===== src/rtl/noc_traffic_gen_if.sv =====
// Flit bus between a traffic generator and a destination FIFO.
// The generator drives dataOut/write; the FIFO returns its full/almost_full status.
interface noc_traffic_gen_if #(
  parameter int DATA_W = 16
) ();
  logic [DATA_W-1:0] dataOut;
  logic              write;
  logic              full;
  logic              almost_full;

  modport master (output dataOut, output write, input full, input almost_full);
  modport slave  (input dataOut, input write, output full, output almost_full);
endinterface


===== src/rtl/noc_traffic_gen.sv =====
// NoC traffic generator: issues {seq, id, dest, 1} flits in fixed, round-robin or LFSR-random destination modes.
// Latency: one flit per cycle at most; write and all status outputs are registered, one cycle after the decision.
// Backpressure: full (no write last cycle) or almost_full (write last cycle) stalls issue and counts a stall cycle.
module noc_traffic_gen #(
  parameter int DATA_W = 16,
  parameter int ID_W   = 2,
  parameter int CNT_W  = DATA_W - 2*ID_W - 1
) (
  input  logic                clk,
  input  logic                reset,
  noc_traffic_gen_if.master   bus,
  input  logic [ID_W-1:0]     id,
  input  logic [ID_W-1:0]     to,
  input  logic [1:0]          mode,
  input  logic                enable,
  input  logic                start,
  input  logic [15:0]         budget,
  input  logic [3:0]          gap,
  output logic                busy,
  output logic                done,
  output logic [15:0]         sent_count,
  output logic [15:0]         stall_count
);

  localparam logic [1:0] IDLE = 2'd0;
  localparam logic [1:0] SEND = 2'd1;
  localparam logic [1:0] GAP  = 2'd2;
  localparam logic [1:0] DONE = 2'd3;

  localparam logic [7:0] LFSR_SEED = 8'hA5;

  logic [1:0]       state;
  logic [CNT_W-1:0] seq;
  logic [15:0]      budget_q;
  logic [3:0]       gap_q;
  logic [3:0]       gap_cnt;
  logic [7:0]       lfsr;
  logic [7:0]       lfsr_next;
  // Round-robin pointer kept as an offset from id so it never lands on id itself.
  logic [ID_W-1:0]  rr_off;
  logic [ID_W-1:0]  rr_off_inc;
  logic [ID_W-1:0]  rr_off_next;
  logic [ID_W-1:0]  id_next;
  logic [ID_W-1:0]  rr_dest;
  logic [ID_W-1:0]  rnd_dest;
  logic [ID_W-1:0]  dest;
  logic [15:0]      sent_inc;
  logic             blocked;
  logic             issue;
  logic             last_pkt;

  assign id_next     = id + ID_W'(1);
  assign rr_dest     = id + rr_off;
  assign rr_off_inc  = rr_off + ID_W'(1);
  assign rr_off_next = (rr_off_inc == '0) ? ID_W'(1) : rr_off_inc;
  assign lfsr_next   = {lfsr[6:0], lfsr[7] ^ lfsr[5] ^ lfsr[4] ^ lfsr[3]};
  assign rnd_dest    = (lfsr[ID_W-1:0] == id) ? id_next : lfsr[ID_W-1:0];

  always_comb begin
    dest = to;
    case (mode)
      2'b01:   dest = rr_dest;
      2'b10:   dest = rnd_dest;
      default: dest = to;
    endcase
  end

  // A write issued last cycle consumes the last free slot when almost_full is set.
  assign blocked  = (bus.write & bus.almost_full) | (~bus.write & bus.full);
  assign issue    = (state == SEND) & enable & ~blocked & ~start;
  assign sent_inc = sent_count + 16'd1;
  assign last_pkt = (budget_q != 16'd0) && (sent_inc == budget_q);

  always_ff @(posedge clk or negedge reset) begin
    if (!reset) begin
      state       <= IDLE;
      bus.dataOut <= '0;
      bus.write   <= 1'b0;
      busy        <= 1'b0;
      done        <= 1'b0;
      sent_count  <= '0;
      stall_count <= '0;
      seq         <= '0;
      budget_q    <= '0;
      gap_q       <= '0;
      gap_cnt     <= '0;
      lfsr        <= LFSR_SEED;
      rr_off      <= ID_W'(1);
    end else if (start) begin
      state       <= SEND;
      bus.write   <= 1'b0;
      busy        <= 1'b1;
      done        <= 1'b0;
      sent_count  <= '0;
      stall_count <= '0;
      seq         <= '0;
      budget_q    <= budget;
      gap_q       <= gap;
      gap_cnt     <= '0;
      lfsr        <= LFSR_SEED;
      rr_off      <= ID_W'(1);
    end else begin
      bus.write <= issue;
      if (enable) begin
        case (state)
          SEND: begin
            if (issue) begin
              bus.dataOut <= {seq, id, dest, 1'b1};
              seq         <= seq + CNT_W'(1);
              sent_count  <= sent_inc;
              if (mode == 2'b10) lfsr   <= lfsr_next;
              if (mode == 2'b01) rr_off <= rr_off_next;
              if (last_pkt) begin
                state <= DONE;
                busy  <= 1'b0;
                done  <= 1'b1;
              end else if (gap_q != 4'd0) begin
                state   <= GAP;
                gap_cnt <= gap_q;
              end
            end else if (stall_count != 16'hFFFF) begin
              stall_count <= stall_count + 16'd1;
            end
          end
          GAP: begin
            gap_cnt <= gap_cnt - 4'd1;
            if (gap_cnt <= 4'd1) state <= SEND;
          end
          default: ;
        endcase
      end
    end
  end

endmodule

===== src/flat_wrapper.sv =====
// flat-port wrapper written by rule: the top's interface ports become plain ports
module noc_traffic_gen_flat 
#(
  parameter int DATA_W = 16,
  parameter int ID_W   = 2,
  parameter int CNT_W  = DATA_W - 2*ID_W - 1
)
  (clk, reset, id, to, mode, enable, start, budget, gap, busy, done, sent_count, stall_count, bus_dataOut, bus_write, bus_full, bus_almost_full);
  noc_traffic_gen_if #(.DATA_W(DATA_W)) bus_i ();
  input  logic clk;
  input  logic reset;
  input  logic [ID_W-1:0] id;
  input  logic [ID_W-1:0] to;
  input  logic [1:0] mode;
  input  logic enable;
  input  logic start;
  input  logic [15:0] budget;
  input  logic [3:0] gap;
  output logic busy;
  output logic done;
  output logic [15:0] sent_count;
  output logic [15:0] stall_count;
  output wire logic [$bits(bus_i.dataOut)-1:0] bus_dataOut;
  output wire logic [$bits(bus_i.write)-1:0] bus_write;
  input wire logic [$bits(bus_i.full)-1:0] bus_full;
  input wire logic [$bits(bus_i.almost_full)-1:0] bus_almost_full;
  assign bus_dataOut = bus_i.dataOut;
  assign bus_write = bus_i.write;
  assign bus_i.full = bus_full;
  assign bus_i.almost_full = bus_almost_full;
  noc_traffic_gen #(.DATA_W(DATA_W), .ID_W(ID_W), .CNT_W(CNT_W)) u_core (.clk(clk), .reset(reset), .bus(bus_i), .id(id), .to(to), .mode(mode), .enable(enable), .start(start), .budget(budget), .gap(gap), .busy(busy), .done(done), .sent_count(sent_count), .stall_count(stall_count));
endmodule

===== config.mk =====
export PLATFORM = sky130hd
export DESIGN_NAME = noc_traffic_gen_flat
export DESIGN_NICKNAME = d
export VERILOG_FILES = /design/src/rtl/noc_traffic_gen_if.sv /design/src/rtl/noc_traffic_gen.sv /design/src/flat_wrapper.sv
export SDC_FILE = /design/constraint.sdc
export NUM_CORES = 1
export LEC_CHECK = 0
export ABC_CLOCK_PERIOD_IN_PS = 4500
export CELL_PAD_IN_SITES_DETAIL_PLACEMENT = 0
export CELL_PAD_IN_SITES_GLOBAL_PLACEMENT = 1
export CORE_MARGIN = 3
export CORE_UTILIZATION = 46
export CTS_BUF_LIST = sky130_fd_sc_hd__clkbuf_2 sky130_fd_sc_hd__clkbuf_4 sky130_fd_sc_hd__clkbuf_8
export DETAILED_ROUTE_END_ITERATION = 10
export PLACE_DENSITY_LB_ADDON = 0.1
export SLEW_MARGIN = 20
export SYNTH_ARGS = -nofsm -noshare
export SYNTH_HDL_FRONTEND = slang
export SYNTH_SLANG_ARGS = --single-unit
export TNS_END_PERCENT = 20

===== constraint.sdc =====
create_clock -name clk -period 4.5 [get_ports clk]
set_clock_uncertainty 0.05 [all_clocks]
set_input_delay 0.45 -clock clk [delete_from_list [all_inputs] [get_ports clk]]
set_output_delay 0.45 -clock clk [all_outputs]
set_load 0.05 [all_outputs]

==> results.md <==
* Syn nets at 545
* ANT cells at 0
* Avg Cell Area, Syn at just over 10 um^2
* Worst hold path class: primary input to async pin
* Clk buf depth at 2
* CP endpoint kind: flip-flop
* Cts repair resizes at 0
* F_max at ~330 MHz
* Yosys cell types at 60
* First-pass detailed-route iteration total at 4
* Synth Flop Type: dfrtp_1
* Netlist Area Pre-Place at a little over 5000 um^2
* CP max FO at 9
* H-Tree Depth at 3
* Chip Height at between 100 and 150 um
* Post-Route WL at approximately 11000 um
* Largest cells by area after synthesis: dfrtp_1, mux2_2, xnor2_1
* Sink Count at between 90 and 100
* Critical path launch point type: flip-flop
* Worst-skew pair later-pin latency at 380 ps
* Leak Pwr at around 2.5 nW
* Die Span X at about 110 um
* Grt ovf at 0
* Min Clock Period, post-route at around 3000 ps
* Most common cell after layout, fill and taps aside: dfrtp_1
* Critical path class: flip-flop to flip-flop
* Worst hold margin at 35.2 ps
* Largest net degree at the start of global routing at 55
* Worst-margin pin slew at approximately 680 ps
* Max-slew violations at 0
* Clock root cell: clkbuf_8
* Cell count after synthesis at roughly 500
* R2R setup slack at 1460 ps
* Via count at between 3000 and 4000
* Slew margin rel. at around 54%
* TritonCTS Buffers at 9
* EDFF count, synth at 0
* Final Hold Vio Count at 0
* MaxCap Viol Count at 0
* Setup violators final at 0
* Final net count at 621
* Vias in the first global route at roughly 4000
* Worst R2R End: u_core.gap_cnt[1]
* Synthesis Warnings at 0
* Reg-to-Reg Start: u_core.sent_count[0]
* Status: complete, no violations
* Die area at 12500 um^2
* Initial antenna violation count at 0
* Worst path required time at ~4800 ps
* Yosys reg bits at 98
* Total of fill cells in the finished design at around 950
* Placed cell area at around 6100 um^2
* FF/Latch Area at ~2500 um^2
* CTS tree: yes
* IO Count at 83
* Rows at 37
* Post-CTS Hold Buffers at 0
* Initial Util at roughly half
* Peak supply drop at around 0.00023 V
* HPWL after detailed placement at approximately 8000 um
* Drt wl/cell at around 16 um
* Core Util, Final at about three fifths
* Setup Total Neg Slack at 0 ps
* Detail Route Antenna Nets at 0
* Area of the multi-input gates at ~2500 um^2
* DRC violations left at 0
* Cell taking the most area after synthesis: dfrtp_1
* Commonest cells after routing, fill and taps aside: dfrtp_1, clkdlybuf4s50_1, nor2_1
* R2r worst-path depth at 9
* Post-synthesis sequential area ratio at a little under half
* Iteration-0 DRC Markers at between 200 and 300
* Port bufs at 82
* Core ar. at ~11000 um^2
* Vias per cell at 5.41
* RSZ-0062 raised after global routing: false
* Period utilization at 67.6%
* Pwr Density at around 330 nW/um^2
* Yosys top cell area share at around 45%
* Async SR Flop Fraction at between 90% and 100%
* Final instance area at ~6300 um^2
* Global Route Usage Sum at 19.2%
* Setup bufs post-CTS at 0
* Layout Area Growth over Synthesis at 22.5%
* Worst-path clk slew at around 90 ps
* First-pass GRT wire length at 19600 um
* WP data arrival at between 3000 and 4000 ps
* Gpl congestion at ~0.88
* Layout cells sized above 1 at 12.8%
-- worst max-delay path, cell delays in order (launching register included) --
cell and delay [ps]:
dfrtp_1 490, ha_1 300, nand3_2 130, or4_4 460, xnor2_1 150, a211oi_1 420
nor2_4 80, a2111oi_4 480, o31a_1 230, mux2i_1 180
-- routing by layer --
metal,track usage (%),part of all wire (%)
met1,25.1,45
met2,31.6,49
met3,6.03,4.4
met4,4.14,1.1
met5,0,0
-- cell families after synthesis --
group / synth area share [%]
adders and majority gates: 2.19
xor gates and xnor gates: 9.22
DFF: 47.9
and+or+nand+nor: 19.4
muxes: 8.85
buffers and inverters: 3.05
AOI/OAI and AO/OA: 9.41
-- synthesized netlist by cell type (all sizes together) (4+ instances only) --
library cell,number
nor4,8
buf,5
xnor2,28
and3,8
mux2i,6
dfstp,5
dfrtp,93
clkbuf,16
nor3,9
or3,11
mux2,35
inv,19
nand3,19
a21oi,19
nand2,40
a211o,7
nand4,10
nor2,63
nand2b,4
o21ai,20
xor2,26
ha,9
-- area by class of cell --
type | count | area share, %
repair buffers | 86 | 13.4
multi-input cells | 366 | 40.0
clock buffers | 12 | 2.43
inverters | 19 | 1.13
well taps | 136 | 2.71
flip-flops and latches | 98 | 39.1
clock inverters | 4 | 1.19
-- flip-flops by register name (all words and copies together), names as in the netlist --
signal and flops:
u_core.busy 1, u_core.bus.write 1, u_core.sent_count 16, u_core.bus.dataOut 16, u_core.rr_off 2, u_core.gap_q 4
u_core.budget_q 16, u_core.done 1, u_core.gap_cnt 4, u_core.state 2, u_core.lfsr 8, u_core.stall_count 16
u_core.seq 11
-- per-stage QoR --
stage	setup WS, ps	std cells	total power, mW
after floorplan	1470	504	1.29
after global placement	1620	705	1.45
after detailed placement	1530	705	1.45
after CTS	1480	721	2.11
after global routing	1280	721	2.19
final	1460	721	2.08
-- worst max path at each step --
| stage | depth (start not counted) | to | from | slack, ps |
|---|---|---|---|---|
| after floorplan | 9 | u_core.gap_cnt[1] | u_core.sent_count[0] | 1470 |
| after global placement | 9 | u_core.gap_cnt[1] | u_core.sent_count[0] | 1620 |
| after detailed placement | 9 | u_core.gap_cnt[1] | u_core.sent_count[0] | 1530 |
| after CTS | 9 | u_core.gap_cnt[1] | u_core.sent_count[0] | 1480 |
| after global routing | 9 | u_core.gap_cnt[1] | u_core.sent_count[0] | 1280 |
| final | 9 | u_core.gap_cnt[1] | u_core.sent_count[0] | 1460 |
-- report_power, final --
part           internal [mW]  leakage [nW]  switching (mW)
clock                  0.341         0.110           0.309
combinational          0.177          1.13           0.251
sequential             0.944          1.28          0.0601
No activity file was read; power rests on OpenSTA's default activity.
